==> src/rtl/fp_switch_bank.sv <==
// fp_switch_bank: N-channel front-panel switch conditioner.
// Each channel gets a synchroniser, a debounce qualifier and an optional
// one-shot with halt gating and auto-repeat. The trigger and collision
// outputs are derived combinationally from the registered pulse vector.
module fp_switch_bank #(
  parameter int                  CHANNELS        = 8,
  parameter int                  SYNC_STAGES     = 2,
  parameter int                  DEBOUNCE_CYCLES = 20,
  parameter logic [CHANNELS-1:0] PULSE_MASK      = 8'hFF,
  parameter logic [CHANNELS-1:0] REPEAT_MASK     = 8'h00,
  parameter int                  REPEAT_CYCLES   = 0
) (
  input  logic                clk,
  input  logic                reset,
  input  logic [CHANNELS-1:0] sw,
  input  logic                enable,
  output logic [CHANNELS-1:0] level,
  output logic [CHANNELS-1:0] pulse,
  output logic                trigger,
  output logic                collision
);

  localparam int DW = $clog2(DEBOUNCE_CYCLES) + 1;
  localparam int RW = (REPEAT_CYCLES > 1) ? $clog2(REPEAT_CYCLES) : 1;

  localparam logic [DW-1:0] DB_LAST = DW'(DEBOUNCE_CYCLES - 1);
  localparam logic [RW-1:0] RP_LAST = RW'((REPEAT_CYCLES > 0) ? REPEAT_CYCLES - 1 : 0);
  // Repeat only makes sense on pulse channels, and only with a non-zero period.
  localparam logic [CHANNELS-1:0] RP_EN =
    (REPEAT_CYCLES > 0) ? (REPEAT_MASK & PULSE_MASK) : '0;

  logic [CHANNELS-1:0] sync_q [SYNC_STAGES];
  logic [CHANNELS-1:0] s;

  logic [DW-1:0]       db_cnt_q [CHANNELS];
  logic [DW-1:0]       db_cnt_d [CHANNELS];
  logic [RW-1:0]       rp_cnt_q [CHANNELS];
  logic [RW-1:0]       rp_cnt_d [CHANNELS];

  logic [CHANNELS-1:0] level_q, level_d;
  logic [CHANNELS-1:0] pulse_q, pulse_d;
  logic [CHANNELS-1:0] press;
  logic [CHANNELS-1:0] rp_hit;

  // Synchroniser chain: stage 0 samples the raw pins, last stage feeds debounce.
  always_ff @(posedge clk or negedge reset) begin
    if (!reset) begin
      for (int unsigned k = 0; k < SYNC_STAGES; k++) begin
        sync_q[k] <= '0;
      end
    end else begin
      sync_q[0] <= sw;
      for (int unsigned k = 1; k < SYNC_STAGES; k++) begin
        sync_q[k] <= sync_q[k-1];
      end
    end
  end

  assign s = sync_q[SYNC_STAGES-1];

  // Debounce: level follows s only after DEBOUNCE_CYCLES consecutive disagreeing samples.
  always_comb begin
    level_d = level_q;
    for (int unsigned i = 0; i < CHANNELS; i++) begin
      db_cnt_d[i] = '0;
      if (s[i] != level_q[i]) begin
        if (db_cnt_q[i] == DB_LAST) begin
          level_d[i] = s[i];
        end else begin
          db_cnt_d[i] = db_cnt_q[i] + DW'(1);
        end
      end
    end
  end

  assign press = level_d & ~level_q;

  // Auto-repeat counters and one-shot generation; pulses are gated by enable
  // at the edge that would register them, so gated events are simply lost.
  always_comb begin
    rp_hit = '0;
    for (int unsigned i = 0; i < CHANNELS; i++) begin
      rp_cnt_d[i] = '0;
      if (RP_EN[i] && level_d[i] && !press[i]) begin
        if (rp_cnt_q[i] == RP_LAST) begin
          rp_hit[i] = 1'b1;
        end else begin
          rp_cnt_d[i] = rp_cnt_q[i] + RW'(1);
        end
      end
    end
    pulse_d = PULSE_MASK & {CHANNELS{enable}} & (press | rp_hit);
  end

  // Channel state registers.
  always_ff @(posedge clk or negedge reset) begin
    if (!reset) begin
      level_q <= '0;
      pulse_q <= '0;
      for (int unsigned i = 0; i < CHANNELS; i++) begin
        db_cnt_q[i] <= '0;
        rp_cnt_q[i] <= '0;
      end
    end else begin
      level_q <= level_d;
      pulse_q <= pulse_d;
      for (int unsigned i = 0; i < CHANNELS; i++) begin
        db_cnt_q[i] <= db_cnt_d[i];
        rp_cnt_q[i] <= rp_cnt_d[i];
      end
    end
  end

  assign level     = level_q;
  assign pulse     = pulse_q;
  assign trigger   = |pulse_q;
  // Two or more bits set <=> clearing the lowest set bit leaves something.
  assign collision = |(pulse_q & (pulse_q - CHANNELS'(1)));

endmodule

==> config.mk <==
export PLATFORM = sky130hd
export DESIGN_NAME = fp_switch_bank
export DESIGN_NICKNAME = d
export VERILOG_FILES = /design/src/rtl/fp_switch_bank.sv
export SDC_FILE = /design/constraint.sdc
export NUM_CORES = 1
export LEC_CHECK = 0
export ABC_AREA = 0
export ABC_CLOCK_PERIOD_IN_PS = 1400
export CORE_MARGIN = 3
export CORE_UTILIZATION = 55
export DETAILED_ROUTE_END_ITERATION = 6
export PLACE_DENSITY = 0.77
export SLEW_MARGIN = 30
export SYNTH_ARGS = -nofsm -noshare
export SYNTH_HDL_FRONTEND = slang
export SYNTH_SLANG_ARGS = --single-unit
export TNS_END_PERCENT = 1
==> constraint.sdc <==
create_clock -name clk -period 1.4 [get_ports clk]
set_input_delay 0.14 -clock clk [delete_from_list [all_inputs] [get_ports clk]]
set_output_delay 0.14 -clock clk [all_outputs]
set_load 0.05 [all_outputs]
==> results of run 1 <==
## repair_timing
item	4_1_cts	5_1_grt
pin swaps	1	0
hold endpoints to repair	29	0
gates resized for setup	4	9
hold buffers	1	0
setup endpoints to repair	3	14
## final cells by class
class                      count  area (sq um)  area share (%)
sequential                    80          2012           46.64
multi-input combinational    187          1355           31.41
timing repair buffer          55         666.9           15.46
clock buffer                  11         141.4           3.277
tap                           72         90.09           2.088
clock inverter                 4         45.04           1.044
inverter                       1         3.754         0.08701
## per-stage QoR
stage               hold WS, ns  instance area, sq um  power [W]  cells  TNS (ns)
floorplan               -0.1556                  3309   0.002607    269   -0.2704
global placement         0.1047                  4049   0.002753    394   -0.1564
detailed placement       0.1094                  4049   0.002769    394   -0.2231
CTS                      0.2132                  4269   0.004387    410   -0.8482
global route             0.1997                  4314   0.004560    410   -0.9807
finish                   0.2254                  4314   0.004348    410   -0.8123
## cell usage in the layout (no fill, tap or decap), types with 4 or more instances in the layout
master	count
a21bo_2	4
a21boi_0	4
a21oi_1	5
and2_1	6
buf_12	18
buf_4	26
clkbuf_8	10
clkdlybuf4s50_1	9
dfrtp_1	72
dfrtp_2	8
ha_1	6
mux2_2	7
nand2_1	20
nand3_1	17
nor2_1	37
nor3_1	4
nor4b_4	4
o21ai_0	10
or3_1	7
xnor2_1	8
xor2_1	24
## power by group through the flow
stage                     Clock (W)  Sequential, W  Combinational [W]
after CTS                   0.00166        0.00245           0.000282
after global placement            0        0.00249           0.000267
after floorplan                   0        0.00248           0.000124
after detailed placement          0        0.00249           0.000277
final                       0.00162        0.00245           0.000282
after global routing        0.00178        0.00246           0.000323
## metal layers
metal  vias up  part of all wire [%]  global-route usage [%]
li1       1061                     -                       -
met1      1066                    48                   23.98
met2        37                    48                   28.64
met3        11                   3.3                   5.754
met4         0                   1.4                   7.727
met5         -                     0                       0
## state kept, by name, summed over array words and instances (netlist names)
name	cells
level	8
sync_q	8
pulse	8
s	8
db_cnt_q	48
## how the worst max path moves through the flow
stage / start / to / slack [ns] / cells past startpoint
after floorplan: pulse[1] / collision / -0.20 / 3
after global placement: pulse[1] / collision / -0.16 / 4
after detailed placement: pulse[1] / collision / -0.21 / 4
after CTS: pulse[1] / collision / -0.49 / 4
after global routing: pulse[1] / collision / -0.53 / 4
final: pulse[1] / collision / -0.47 / 4
## cells by family after synthesis
logic type / count (synthesis)
xor+xnor: 32
compound gates: 28
buf+inv: 2
simple gates: 110
fa+ha+maj: 9
mux: 8
flops: 80
==> results by group, run 1 <==
Place
  • Port Buf Inserts: 28
  • Dpl hpwl: between 4 and 5 mm
  • Final RePlAce weighted congestion: around 0.79
  • Placement Setup Slack: -0.2050 ns

Detailed routing
  • Drt wl/cell: between 10 and 15 microns
  • DRT iter0 DRCs: 96
  • Via count: approximately 2200
  • Routed WL: between 5 and 6 mm
  • Final ANT Viol Nets: 0
  • Post-DR vias/cell: roughly 5.3
  • Pre-Repair DR Iteration Count: 6
  • Residual DRC count: 0

STA
  • Max Fclk: around 530 MHz
  • Final setup violation count: 2
  • Max Slew Vio Count: 0
  • Measured slew at the worst slew-check pin: 0.4262 ns
  • Max_slew headroom: 71.59%
  • Min Tclk post-route: between 1.5 and 2 ns
  • Clock Skews: about 0.0052 ns
  • Final hold vios: 0
  • Setup ws final: -0.4707 ns
  • RSZ-0062 raised after global routing: yes
  • Post-route clock period utilization: 133.6%

Critical path
  • Worst-path fanout max: 4
  • CP Class: reg2out
  • Crit end category: output port
  • Crit path launch type: flip-flop
  • R2R cell count: 4
  • RR Endpoint: level[1]
  • Worst R2R Start: db_cnt_q[37]
  • Crit-path max cell delay: around 0.44 ns
  • CP top delay family: simple AND/OR/NAND/NOR gates
  • Crit path buffers/inverters: 1
  • CP arrival: between 1.5 and 2 ns
  • Worst EP required: about 1.3 ns
  • Flop-to-flop setup slack: around 0.03 ns
  • CP Cell Sequence: or3_4, a2111oi_4, o31ai_4, buf_6
  • Crit path max-delay cell type: or3_4

Final layout
  • Utilization after layout: between 70% and 80%
  • Nets: 353
  • Area delta synth->final: 32.06%
  • Diodes inserted: 0
  • Number of fill cells: between 300 and 400
  • Fraction of layout cells with a size suffix above 1: 28.40%

Global route
  • First-pass GRT wire length: roughly 10 mm
  • Grt ovf: 0
  • Initial antenna violation count: 0
  • Total track usage: a little under a fifth
  • Largest net degree at the start of global routing: 33
  • Vias in the first global route: approximately 2200

Synthesis
  • Synth top area share: about 61%
  • Share of flip-flops with an asynchronous set or reset: 100.0%
  • Cell area after synthesis: about 3300 sq um
  • Most frequent cell after synthesis: dfrtp_1
  • Dominant cells by area after synthesis: dfrtp_1, xor2_1, nor2_1
  • Post-Synth Simple-Gate Area: 17.66%
  • Mux cell area share after synthesis: under 10%
  • Cells after synthesis: ~270
  • Yosys cell types: 30
  • Syn. warnings: 0
  • Sequential area share after synthesis: a little over 60%
  • Flops & latches, synth: 80
  • XOR/XNOR share of the synthesized area: roughly 8.6%
  • Post-synthesis adder-cell area fraction: 3.370%
  • Post-Syn Area per Cell: 12.14 sq um
  • Synth area leader: dfrtp_1
  • Compound-Gate Fraction of Synth Area: under 10%
  • Post-synth net total: about 290
  • Main synth FF type: dfrtp_1
  • Main combinational cell family by area after synthesis: simple AND/OR/NAND/NOR gates
  • Most instantiated cells after synthesis: dfrtp_1, nor2_1, xor2_1, nand2_1, nand3_1
  • Post-synth EDFFs: 0

Clock tree
  • TritonCTS Buffers: 9
  • Clock Pin Slew Worst Setup and Hold Paths: about 0.070 ns
  • Clk sink count: 80
  • Postcts setup bufs: 0
  • Skew-Pair Late Insertion Delay: around 0.34 ns
  • Clk buf depth: 2
  • Clock root buffer master: clkbuf_8
  • CTS tree: done
  • H-tree depth: 3

Power and ir drop
  • Cell Int Power: about 0.0034 W
  • Sw Ratio: between 20% and 30%
  • Comb power frac: around 6.5%
  • Sequential power share: ~56%
  • Clock share of power: between 30% and 40%
  • Static Leak: slightly below 2 nW
  • Worst vdd ir: between 700 and 800 uV
  • Net Switching: 0.0009594 W
  • PD cells: slightly above 1000 nW/um^2

Flow run
  • Max-Cap Viols: 0

Min path
  • Hold Crit Class: in2reg
  • Min-Delay Endpoint: sync_q[11]
  • Hold_sp: sw[3]
  • Worst hold path depth: 1

Floorplanning
  • Row cnt: 27
  • Initial core utilization: between 50 and 60%
  • Total die area: 6901 sq um
  • IO Pins: 29
  • Die Wd: around 83 microns
  • Die Y: just over 80 microns
  • Core ar.: approximately 5600 sq um

Status
  • Outcome: finished with violations
  • Failing checks: negative setup slack
Power figures use the tool's default switching activity.
==> inputs of run 2 (changes only) <==
--- a/config.mk
+++ b/config.mk
@@ -7,6 +7,7 @@
 export LEC_CHECK = 0
 export ABC_AREA = 0
 export ABC_CLOCK_PERIOD_IN_PS = 1400
+export CAP_MARGIN = 0
 export CORE_MARGIN = 3
 export CORE_UTILIZATION = 55
 export DETAILED_ROUTE_END_ITERATION = 6
==> results of run 2 <==
No change in the layout: final DEF, timing and power equal those of run 1.
